**config.mk**
```make
export PLATFORM = sky130hd
export DESIGN_NAME = mode_sequencer
export DESIGN_NICKNAME = d
export VERILOG_FILES = /design/src/rtl/mode_sequencer.sv
export SDC_FILE = /design/constraint.sdc
export NUM_CORES = 1
export LEC_CHECK = 0
export BUFFER_PORTS_ARGS = -buffer_cell sky130_fd_sc_hd__buf_2
export CAP_MARGIN = 20
export CORE_AREA = 2 2 164 166
export CTS_CLUSTER_SIZE = 30
export DETAILED_ROUTE_END_ITERATION = 8
export DIE_AREA = 0 0 166 168
export HOLD_SLACK_MARGIN = 0.06
export PLACE_DENSITY = 0.62
export SETUP_SLACK_MARGIN = 0.4
export SLEW_MARGIN = 40
export SYNTH_ARGS = -nofsm -noshare
export SYNTH_HDL_FRONTEND = slang
export SYNTH_SLANG_ARGS = --single-unit
```
**constraint.sdc**
```tcl
create_clock -name clk -period 9.15 [get_ports clk]
set_input_delay 1.3725 -clock clk [delete_from_list [all_inputs] [get_ports clk]]
set_output_delay 1.3725 -clock clk [all_outputs]
set_load 0.005 [all_outputs]
```
**src/rtl/mode_sequencer.sv**
```systemverilog
// mode_sequencer: front-panel mode controller for the watch.
// Synchronises the UP/DOWN/ESC buttons, steps a one-hot mode register over
// N_MODES function blocks (skipping disabled ones), muxes the active block's
// display word, and keeps a sticky aggregated alarm flag cleared by ESC.
// Optional build macro ALARM_JUMP_EN: an alarm rising edge forces the mode
// to the lowest-index block whose alarm rose, overriding any button step.
module mode_sequencer #(
    parameter int N_MODES    = 7,
    parameter int OUT_W      = 48,
    parameter int RESET_MODE = 1,
    parameter int IDX_W      = $clog2(N_MODES)
) (
    input  logic                       clk,
    input  logic                       rst_n,
    input  logic                       up_n,
    input  logic                       down_n,
    input  logic                       esc_n,
    input  logic [N_MODES-1:0]         mode_en,
    input  logic [N_MODES-1:0]         norm,
    input  logic [N_MODES-1:0]         alarm_in,
    input  logic [N_MODES*OUT_W-1:0]   data_in,
    output logic                       up,
    output logic                       down,
    output logic                       esc,
    output logic [N_MODES-1:0]         mode_oh,
    output logic [IDX_W-1:0]           mode_idx,
    output logic [OUT_W-1:0]           data_out,
    output logic                       alm
);

    logic up_sync_p0, up_sync_p1, up_lvl_p2;
    logic dn_sync_p0, dn_sync_p1, dn_lvl_p2;
    logic esc_sync_p0, esc_sync_p1, esc_lvl_p2;
    logic up_press, down_press, esc_press;
    logic [IDX_W-1:0]   idx_next;
    logic [OUT_W-1:0]   sel_word;
    logic [N_MODES-1:0] alarm_d;
    logic [N_MODES-1:0] alarm_rise;
    logic [N_MODES-1:0] pending;
    logic [N_MODES-1:0] pending_next;

    // First enabled mode above cur (wrapping); cur itself if none.
    function automatic logic [IDX_W-1:0] next_up_idx(input logic [IDX_W-1:0] cur,
                                                     input logic [N_MODES-1:0] en);
        logic [IDX_W-1:0] res;
        logic [IDX_W-1:0] j;
        logic             found;
        int               t;
        res   = cur;
        found = 1'b0;
        for (int k = 1; k < N_MODES; k++) begin
            t = int'(cur) + k;
            if (t >= N_MODES) t = t - N_MODES;
            j = IDX_W'(t);
            if (!found && en[j]) begin
                found = 1'b1;
                res   = j;
            end
        end
        return res;
    endfunction

    // First enabled mode below cur (wrapping); cur itself if none.
    function automatic logic [IDX_W-1:0] next_down_idx(input logic [IDX_W-1:0] cur,
                                                       input logic [N_MODES-1:0] en);
        logic [IDX_W-1:0] res;
        logic [IDX_W-1:0] j;
        logic             found;
        int               t;
        res   = cur;
        found = 1'b0;
        for (int k = 1; k < N_MODES; k++) begin
            t = int'(cur) - k;
            if (t < 0) t = t + N_MODES;
            j = IDX_W'(t);
            if (!found && en[j]) begin
                found = 1'b1;
                res   = j;
            end
        end
        return res;
    endfunction

`ifdef ALARM_JUMP_EN
    // Lowest set bit index of a non-zero vector.
    function automatic logic [IDX_W-1:0] lowest_set(input logic [N_MODES-1:0] v);
        logic [IDX_W-1:0] res;
        res = '0;
        for (int i = N_MODES - 1; i >= 0; i--) begin
            if (v[i]) res = IDX_W'(i);
        end
        return res;
    endfunction
`endif

    // Stage p0/p1: two-flop synchronisers on the raw pins (idle = released = 1).
    always_ff @(posedge clk or negedge rst_n) begin
        if (!rst_n) begin
            up_sync_p0  <= 1'b1;
            up_sync_p1  <= 1'b1;
            dn_sync_p0  <= 1'b1;
            dn_sync_p1  <= 1'b1;
            esc_sync_p0 <= 1'b1;
            esc_sync_p1 <= 1'b1;
        end else begin
            up_sync_p0  <= up_n;
            up_sync_p1  <= up_sync_p0;
            dn_sync_p0  <= down_n;
            dn_sync_p1  <= dn_sync_p0;
            esc_sync_p0 <= esc_n;
            esc_sync_p1 <= esc_sync_p0;
        end
    end

    assign up   = ~up_sync_p1;
    assign down = ~dn_sync_p1;
    assign esc  = ~esc_sync_p1;

    // Stage p2: delayed active-high levels for single-cycle press detection.
    always_ff @(posedge clk or negedge rst_n) begin
        if (!rst_n) begin
            up_lvl_p2  <= 1'b0;
            dn_lvl_p2  <= 1'b0;
            esc_lvl_p2 <= 1'b0;
        end else begin
            up_lvl_p2  <= up;
            dn_lvl_p2  <= down;
            esc_lvl_p2 <= esc;
        end
    end

    assign up_press   = up & ~up_lvl_p2;
    assign down_press = down & ~dn_lvl_p2;
    assign esc_press  = esc & ~esc_lvl_p2;
    assign alarm_rise = alarm_in & ~alarm_d;

    // Next mode: disabled-mode escape first, then gated button step, alarm jump on top.
    always_comb begin
        idx_next = mode_idx;
        if (!mode_en[mode_idx]) begin
            idx_next = next_up_idx(mode_idx, mode_en);
        end else if (|(mode_oh & norm)) begin
            if (up_press && !down_press) begin
                idx_next = next_up_idx(mode_idx, mode_en);
            end else if (down_press && !up_press) begin
                idx_next = next_down_idx(mode_idx, mode_en);
            end
        end
`ifdef ALARM_JUMP_EN
        if (|alarm_rise) begin
            idx_next = lowest_set(alarm_rise);
        end
`endif
    end

    // Mode register: index and one-hot always written from the same next value.
    always_ff @(posedge clk or negedge rst_n) begin
        if (!rst_n) begin
            mode_idx <= IDX_W'(RESET_MODE);
            mode_oh  <= N_MODES'(1) << RESET_MODE;
        end else begin
            mode_idx <= idx_next;
            mode_oh  <= N_MODES'(1) << idx_next;
        end
    end

    // Channel select from the registered mode index.
    always_comb begin
        sel_word = '0;
        for (int i = 0; i < N_MODES; i++) begin
            if (mode_idx == IDX_W'(i)) sel_word = data_in[i*OUT_W +: OUT_W];
        end
    end

    // Display word lags mode_idx by one cycle.
    always_ff @(posedge clk or negedge rst_n) begin
        if (!rst_n) data_out <= '0;
        else        data_out <= sel_word;
    end

    // Pending alarms: ESC clears, a coincident rising edge still sets its bit.
    always_comb begin
        pending_next = pending;
        if (esc_press) pending_next = '0;
        pending_next = pending_next | alarm_rise;
    end

    // Alarm edge history, pending bits and sticky flag.
    always_ff @(posedge clk or negedge rst_n) begin
        if (!rst_n) begin
            alarm_d <= '0;
            pending <= '0;
            alm     <= 1'b0;
        end else begin
            alarm_d <= alarm_in;
            pending <= pending_next;
            alm     <= |pending_next;
        end
    end

endmodule
```
==> results of run 1 <==
[cells in the mapped netlist (4+ instances only)]
master / count
o21a_1: 6
inv_1: 26
dfrtp_1: 74
a221oi_1: 56
nor2_1: 174
nand3b_1: 5
nand3_1: 12
o31ai_1: 5
o221ai_1: 7
o21ai_0: 82
o311ai_0: 50
or3_1: 4
nor3_1: 11
buf_1: 4
and3_1: 7
nand2_1: 97
mux2_2: 9
a22oi_1: 4
o22ai_1: 4
a21oi_1: 116
o211a_1: 5
dfstp_2: 8
nor3b_1: 8
a31oi_1: 4
mux2i_1: 16
clkbuf_1: 77
xnor2_1: 10
o211ai_1: 4
ha_1: 14
nand2b_1: 12
a211oi_1: 4
mux4_2: 5
buf_2: 11
nor2b_1: 12
[area by class of cell]
cell class | count | area share
timing repair buffer | 437 | 0.219
sequential | 82 | 0.199
inverter | 27 | 0.00978
tap | 341 | 0.0412
clock inverter | 7 | 0.00688
clock buffer | 9 | 0.0217
multi-input combinational | 822 | 0.501
antenna | 10 | 0.00241
[path summary, 6_finish.rpt]
check	from	end	slack (ps)	cells past startpoint
setup / recovery	mode_idx[0]$_DFF_PN1_	mode_oh[4]$_DFF_PN0_	3730	14
min in group asynchronous	rst_n	data_out[34]$_DFF_PN0_	900	1
max in group asynchronous	rst_n	data_out[3]$_DFF_PN0_	7350	2
setup reg to reg	mode_idx[0]$_DFF_PN1_	mode_oh[4]$_DFF_PN0_	3730	14
hold / removal	esc_sync_p0$_DFF_PN1_	esc_sync_p1$_DFF_PN1_	360	0
hold reg to reg	esc_sync_p0$_DFF_PN1_	esc_sync_p1$_DFF_PN1_	360	0
[cell families (layout without fill, tap and decap cells)]
kind of cell,after synthesis,in the layout,synth area share
AOI/OAI and AO/OA,391,391,0.343
and+or+nand+nor,368,368,0.215
buffers and inverters,128,480,0.0735
DFF,82,82,0.266
muxes,34,34,0.0577
adders and majority gates,15,15,0.0251
xor gates and xnor gates,14,14,0.0206
other,0,10,0
[through the flow]
step | utilization | instances | cell area (µm²) | total power [mW] | hold slack, ps
2_1_floorplan | - | 1032 | 7760 | 3.12 | 345
3_3_place_gp | 0.379 | 1707 | 9980 | 4.09 | 346
3_5_place_dp | 0.380 | 1708 | 10000 | 4.11 | 348
4_1_cts | 0.391 | 1724 | 10300 | 4.52 | 357
5_1_grt | 0.393 | 1732 | 10400 | 4.96 | 359
6_report | 0.393 | 1735 | 10400 | 4.56 | 356
[layer usage]
metal	GRT usage	wire length, µm	up-vias
met5	0	9	-
met4	0.124	1670	2
met1	0.332	15600	4554
met2	0.399	17000	443
li1	-	-	4534
met3	0.0604	3060	72
[sequential cells by signal (all words and copies together), names as in the netlist, 3 cells and up]
name and flops:
alarm_d 7, data_out 48, mode_idx 3, mode_oh 7, pending 7
[where the power goes]
group          total [mW]  switching [mW]  leakage [nW]  internal (mW)
clock               0.384           0.191         0.139          0.193
combinational        3.60            2.22          3.67           1.38
sequential          0.572          0.0554         0.976          0.517
total                4.56            2.46          4.78           2.09
==> flow_summary.yaml, run 1 <==
drt:
  ant_nets: 0
  route.detailed.drc: 0
  dr.pass1.iters: 5
  vias: 9605
  first_iter_violations: 779
  drt_wl_total_um: 37300
  routed_via_density: 5.54
  wl_per_cell_um: 21.5
outcome:
  status: "finished clean"
worst_setup_path:
  cpPeakStageDelay_ps: 830
  critPathLaunchType: "flip-flop"
  crit_arrival_ps: 5680
  worstPathCellList: "buf_4 -> ha_1 -> inv_1 -> fa_1 -> mux2i_1 -> o221ai_2 -> a221o_1 -> o21ai_2 -> nor4b_2 -> a21bo_1 -> o21bai_1 -> a211o_1 -> a2111o_1 -> nor3b_1"
  crit_type: "reg -> reg"
  crit_path_top_delay_cell: "dfstp_2"
  critical_path_buf_inv_count: 2
  critPathTopFamily: "compound AO/OA/AOI/OAI gates"
  end_kind: "flip-flop"
  crit_fanout: 60
  cp.required_ps: 9410
sta:
  period_minus_slack_ps: 5420
  fmax_mhz: 184
  min_period_over_period: 0.592
  rsz0062_at_grt: "false"
  clock_skew_ps: 15.8
  setup_ws_ps: 3730
  finalSetupViolCount: 0
  slew_viol_final: 0
  slew_headroom: 0.496
  tns_ps: 0
  hold_viol_final: 0
  tightest_slew_ps: 756
synth:
  syn_area_per_cell_um2: 7.52
  synthCells: 1032
  synth_top_area_frac: 0.239
  async_reset_ff_frac: 1.00
  yosysUniqueCellTypes: 91
  syn_nets: 1409
  synth_top_cell_by_area: "dfrtp_1"
  ys.warnings.count: 0
  synth-seq-cells: 82
  synth-main-ff-cell: "dfrtp_1"
  synth_area_um2: 7760
  seq_area_frac_synth: 0.266
  synthTopCellsByArea: "dfrtp_1 24%, nor2_1 8.4%, a21oi_1 7.5%"
  synth_edf_count: 0
clock_tree:
  post_cts_buffers: 0
  cts_buffers: 9
  cts_max_path_buffers: 2
  cts_root_buf: "clkbuf_16"
  cts_sinks: 82
  htreeDepth: 3
  path_clk_slew_ps: 70
  clk_latency_ps: 350
  cts_tree: "built"
  cts_hold_buf: 0
  ctsResizeCount: 0
global_routing:
  antenna_found_initial: 17
  grt_use_total: 0.255
  grt_max_degree: 84
  grt_pass1_vias: 9133
  grt_overflow_total: 0
  grt_pass1_wl_um: 54600
cells_and_area:
  regArea_um2: 2060
  layout_commonest_cell: "buf_2"
  nets: 1756
  layout_common_cells: "422 x buf_2, 172 x nor2_1, 116 x a21oi_1"
  multiInputGateArea_um2: 5190
  drive_gt1_frac: 0.366
  filler_cell_count: 2793
  syn2layout_area_growth_pct: 33.5
floorplan:
  design.die.area_um2: 27900
  die_w_um: 166
  die_y_um: 168
  start_util: 0.295
  io_pins: 424
  core-area_um2: 26400
  rows: 60
place:
  place_ws_ps: 3800
  port_buffers: 423
  gp_congestion: 0.977
  detailed_place_hpwl_um: 29000
worst_hold_path:
  hold_path_class: "reg -> reg"
run:
  cap_violations: 0
power:
  ir_worst_vdd_uv: 226
  p_per_area_nw_per_um2: 440
  p_leak_nw: 4.78
Power figures use the tool's default switching activity.
==> run 2, diff against run 1 <==
==> constraint.sdc (replaced) <==
create_clock -name clk -period 5.2 [get_ports clk]
set_input_delay 0.78 -clock clk [delete_from_list [all_inputs] [get_ports clk]]
set_output_delay 0.78 -clock clk [all_outputs]
set_load 0.005 [all_outputs]
==> run 2 against run 1 <==
Compared with the run above: cell count rose by 1.0%; global-route usage rose by 0.056 points; via count rose by 0.87%; largest cell class unchanged; sequential power rose by 77%; critical path type unchanged; largest power group unchanged.
==> flow_summary.yaml, run 2 (synthesis gave the netlist of run 1 again) <==
sta:
  tns_ps: 0
  setup_ws_ps: 689
  hold_ws_ps: 357
  slew_viol_final: 0
  rsz0062_at_grt: "false"
  clock_skew_ps: 10.4
  tightest_slew_ps: 802
  slew_headroom: 0.466
  finalSetupViolCount: 0
  fmax_mhz: 222
  hold_viol_final: 0
  min_period_over_period: 0.867
  period_minus_slack_ps: 4510
cells_and_area:
  largest-register: "data_out"
  layout_commonest_cell: "buf_2"
  layout_common_cells: "422 x buf_2, 172 x nor2_1, 116 x a21oi_1"
  largest_reg_flops: 48
  nets: 1772
  syn2layout_area_growth_pct: 35.8
  drive_gt1_frac: 0.374
clock_tree:
  path_clk_slew_ps: 70
  post_cts_buffers: 0
  clk_latency_ps: 350
  cts_root_buf: "clkbuf_16"
  htreeDepth: 3
  cts_sinks: 82
  cts_max_path_buffers: 2
  cts_tree: "built"
  cts_buffers: 9
outcome:
  status: "finished clean"
worst_setup_path:
  end_kind: "flip-flop"
  cp.required_ps: 5410
  crit_path_top_delay_cell: "dfrtp_2"
  worstPathCellList: "clkinvlp_4 -> ha_1 -> inv_1 -> fa_1 -> buf_4 -> nand2_1 -> o221ai_1 -> a221o_1 -> o21ai_4 -> nor4b_2 -> a21bo_1 -> o21bai_1 -> a211o_1 -> a2111o_1 -> nor3b_1"
  cpPeakStageDelay_ps: 520
  critPathLaunchType: "flip-flop"
  crit_fanout: 10
  crit_type: "reg -> reg"
  reg2reg_depth: 15
  crit_arrival_ps: 4720
power:
  p_leak_nw: 4.87
  ir_worst_vdd_uv: 333
  total_power_mw: 8.19
  p_per_area_nw_per_um2: 777
drt:
  route.detailed.drc: 0
  wl_per_cell_um: 21.4
  ant_nets: 0
  drt_wl_total_um: 37500
  first_iter_violations: 788
  vias: 9689
  routed_via_density: 5.53
  dr.pass1.iters: 5
worst_hold_path:
  min_path_cells: 0
  hold_path_class: "reg -> reg"
floorplan:
  rows: 60
  core-area_um2: 26400
  die_w_um: 166
  start_util: 0.295
  io_pins: 424
  design.die.area_um2: 27900
  die_y_um: 168
global_routing:
  grt_pass1_wl_um: 54700
  grt_max_degree: 78
  grt_pass1_vias: 9135
  grt_use_total: 0.256
  grt_overflow_total: 0
  antenna_found_initial: 21
place:
  gp_congestion: 0.927
  place_ws_ps: 616
  port_buffers: 423
  detailed_place_hpwl_um: 29500
run:
  cap_violations: 0
-- run 2: power by group --
part           internal (mW)  switching (mW)  leakage [nW]  total, mW
combinational           2.54            3.96          3.74       6.50
clock                  0.381           0.296         0.150      0.677
sequential             0.913           0.101         0.976       1.01
total                   3.84            4.36          4.87       8.19
-- run 2: metal layers --
| metal | part of all wire | vias to the layer above | wire [µm] | GRT usage |
|---|---|---|---|---|
| met5 | 0.00029 | - | 11 | 0 |
| met4 | 0.036 | 2 | 1360 | 0.122 |
| met3 | 0.098 | 70 | 3680 | 0.0811 |
| met2 | 0.46 | 490 | 17300 | 0.404 |
| met1 | 0.40 | 4556 | 15100 | 0.317 |
| li1 | - | 4571 | - | - |
-- run 2: cell type report --
type / instances / area (µm²)
Timing Repair Buffer: 453 / 2410
Antenna cell: 12 / 30.0
Multi-Input combinational cell: 822 / 5200
Tap cell: 341 / 427
Fill cell: 2801 / 15800
Sequential cell: 82 / 2070
Clock inverter: 6 / 72.6
Clock buffer: 10 / 229
Inverter: 27 / 105
-- run 2: metrics by stage --
step	utilization	instances	cell area, µm²
CTS	0.397	1740	10500
global placement	0.384	1722	10100
finish	0.400	1753	10500
detailed placement	0.386	1724	10200
floorplan	-	1032	7760
global route	0.400	1751	10500
-- run 2: final timing paths --
path                                       startpoint                     to  slack [ps]
worst max-delay path            mode_idx[1]$_DFF_PN0_   mode_oh[3]$_DFF_PN0_         690
worst min-delay path             dn_sync_p0$_DFF_PN1_   dn_sync_p1$_DFF_PN1_         360
max in group asynchronous                       rst_n  data_out[1]$_DFF_PN0_        3720
min in group asynchronous                       rst_n   esc_lvl_p2$_DFF_PN0_         430
worst max register to register  mode_idx[1]$_DFF_PN0_   mode_oh[3]$_DFF_PN0_         690
worst min register to register   dn_sync_p0$_DFF_PN1_   dn_sync_p1$_DFF_PN1_         360
-- run 2: what timing repair did --
| action | in CTS | in global routing |
|---|---|---|
| endpoints found under the setup margin | 0 | 7 |
| hold buffers | 0 | 0 |
| endpoints found under the hold margin | 0 | 0 |
| resized for setup | 0 | 4 |
-- run 2: critical path: cells and delay by family (launching register included) --
family / cells / cell delay [ps]
and+or+nand+nor: 3 / 510
buffers and inverters: 3 / 720
AOI/OAI and AO/OA: 7 / 1820
DFF: 1 / 520
adders and majority gates: 2 / 790
==> run 3, diff against run 2 <==
--- a/config.mk
+++ b/config.mk
@@ -7,12 +7,14 @@
 export LEC_CHECK = 0
 export BUFFER_PORTS_ARGS = -buffer_cell sky130_fd_sc_hd__buf_2
 export CAP_MARGIN = 20
+export CELL_PAD_IN_SITES_DETAIL_PLACEMENT = 1
+export CELL_PAD_IN_SITES_GLOBAL_PLACEMENT = 1
 export CORE_AREA = 2 2 164 166
 export CTS_CLUSTER_SIZE = 30
 export DETAILED_ROUTE_END_ITERATION = 8
 export DIE_AREA = 0 0 166 168
 export HOLD_SLACK_MARGIN = 0.06
-export PLACE_DENSITY = 0.62
+export PLACE_DENSITY = 0.84
 export SETUP_SLACK_MARGIN = 0.4
 export SLEW_MARGIN = 40
 export SYNTH_ARGS = -nofsm -noshare
==> constraint.sdc (replaced) <==
create_clock -name clk -period 4.2 [get_ports clk]
set_input_delay 0.63 -clock clk [delete_from_list [all_inputs] [get_ports clk]]
set_output_delay 0.63 -clock clk [all_outputs]
set_load 0.005 [all_outputs]
==> run 3 against run 2 <==
Compared with the run above: cell count increased by 2.0%; via count increased by 4.3%; sequential cell count unchanged; clock skew increased by 9.8 ps; global-route usage increased by 3.0 points; sequential power increased by 24%; largest cell class unchanged.
==> flow_summary.yaml, run 3 (synthesis gave the netlist of run 1 again) <==
sta:
  slew_viol_final: 0
  slew_headroom: 0.454
  min_period_over_period: 0.986
  hold_viol_final: 0
  rsz0062_at_grt: "true"
  clock_skew_ps: 20.2
  period_minus_slack_ps: 4140
  fmax_mhz: 241
  tightest_slew_ps: 809
  finalSetupViolCount: 0
floorplan:
  design.die.area_um2: 27900
  rows: 60
  die_y_um: 168
  start_util: 0.295
  die_w_um: 166
  core-area_um2: 26400
  io_pins: 424
cells_and_area:
  final_util: 0.419
  drive_gt1_frac: 0.412
  multiInputGateArea_um2: 5390
  syn2layout_area_growth_pct: 42.3
  layout_commonest_cell: "buf_2"
  finalInstanceArea_um2: 11000
  final_cells: 1788
  largest_reg_flops: 48
  largest-register: "data_out"
  regArea_um2: 2060
  layout_common_cells: "422 x buf_2, 172 x nor2_1, 116 x a21oi_1"
  filler_cell_count: 3374
  nets: 1809
drt:
  drt_wl_total_um: 41300
  route.detailed.drc: 0
  vias: 10110
  routed_via_density: 5.65
  ant_nets: 0
  dr.pass1.iters: 6
  wl_per_cell_um: 23.1
  first_iter_violations: 721
power:
  p_per_area_nw_per_um2: 1050
  total_power_mw: 11.6
  p_leak_nw: 5.10
  ir_worst_vdd_uv: 603
worst_setup_path:
  r2r_end: "mode_oh[4]$_DFF_PN0_"
  crit_arrival_ps: 4430
  crit_fanout: 8
  critPathLaunchType: "flip-flop"
  r2r_start: "mode_idx[0]$_DFF_PN1_"
  reg2reg_depth: 15
  r2r_setup_slack_ps: 60
  cp.required_ps: 4490
  crit_type: "reg -> reg"
  end_kind: "flip-flop"
outcome:
  status: "finished clean"
place:
  gp_congestion: 0.975
  dp_cells: 1747
  detailed_place_hpwl_um: 32000
  port_buffers: 423
  placed_area_um2: 10400
clock_tree:
  path_clk_slew_ps: 90
  cts_tree: "built"
  cts_hold_buf: 0
  cts_buffers: 9
  cts_sinks: 82
  cts_root_buf: "clkbuf_16"
  clk_latency_ps: 360
  cts_max_path_buffers: 2
  htreeDepth: 3
global_routing:
  grt_pass1_wl_um: 61600
  grt_max_degree: 69
  antenna_found_initial: 16
  grt_overflow_total: 0
  grt_use_total: 0.286
  grt_pass1_vias: 10576
worst_hold_path:
  hold_path_class: "in -> async"
run:
  cap_violations: 0
[run 3: worst max-delay path by stage]
| stage | endpoint | slack, ps | from |
|---|---|---|---|
| 6_report | mode_oh[4]$_DFF_PN0_ | 60 | mode_idx[0]$_DFF_PN1_ |
| 5_1_grt | mode_oh[4]$_DFF_PN0_ | -80 | mode_idx[0]$_DFF_PN1_ |
| 4_1_cts | mode_oh[3]$_DFF_PN0_ | 230 | mode_idx[0]$_DFF_PN1_ |
| 3_5_place_dp | mode_oh[4]$_DFF_PN0_ | 100 | mode_idx[0]$_DFF_PN1_ |
| 3_3_place_gp | mode_oh[5]$_DFF_PN0_ | 210 | mode_idx[0]$_DFF_PN1_ |
| 2_1_floorplan | mode_oh[5]$_DFF_PN0_ | 200 | mode_idx[0]$_DFF_PN1_ |
[run 3: metrics by stage]
step                      hold WS, ps  setup TNS (ps)  setup WS, ps
final                             220               0          57.2
after detailed placement          347               0           104
after CTS                         357               0           228
after floorplan                   334               0           199
after global routing              259            -106         -76.8
after global placement            347               0           205
[run 3: worst max-delay path: stages (launching register included)]
cell	delay, ps
dfstp_2	600
ha_4	180
inv_6	30
fa_2	600
mux2i_1	230
o221ai_2	110
a221o_1	390
o21ai_4	110
buf_12	130
and4b_1	200
nor2_1	70
a31o_2	240
a211o_1	290
a2111o_1	550
buf_4	190
nor3b_2	170
[run 3: repair_timing]
item | 4_1_cts | 5_1_grt
pin swaps | 3 | 7
setup buffers | 9 | 5
resized for setup | 17 | 24
endpoints found under the setup margin | 9 | 10
[run 3: final cells by class]
cell class	instances	area share
flip-flops and latches	82	0.187
repair buffers	490	0.248
multi-input cells	822	0.488
diodes	10	0.00227
inverters	27	0.0104
clock inverters	7	0.00600
well taps	341	0.0386
clock buffers	9	0.0204
[run 3: per-layer routing]
layer | part of all wire | global-route usage | up-vias | routed length [µm]
met5 | 0.0016 | 0 | - | 68
met4 | 0.042 | 0.130 | 12 | 1740
met3 | 0.074 | 0.0860 | 109 | 3050
met2 | 0.50 | 0.486 | 420 | 20600
met1 | 0.38 | 0.332 | 4925 | 15900
li1 | - | - | 4644 | -
[run 3: where the power goes]
group / leakage, nW / internal [mW] / switching [mW]
combinational: 3.99 / 3.98 / 5.55
sequential: 0.975 / 1.13 / 0.120
clock: 0.138 / 0.421 / 0.440
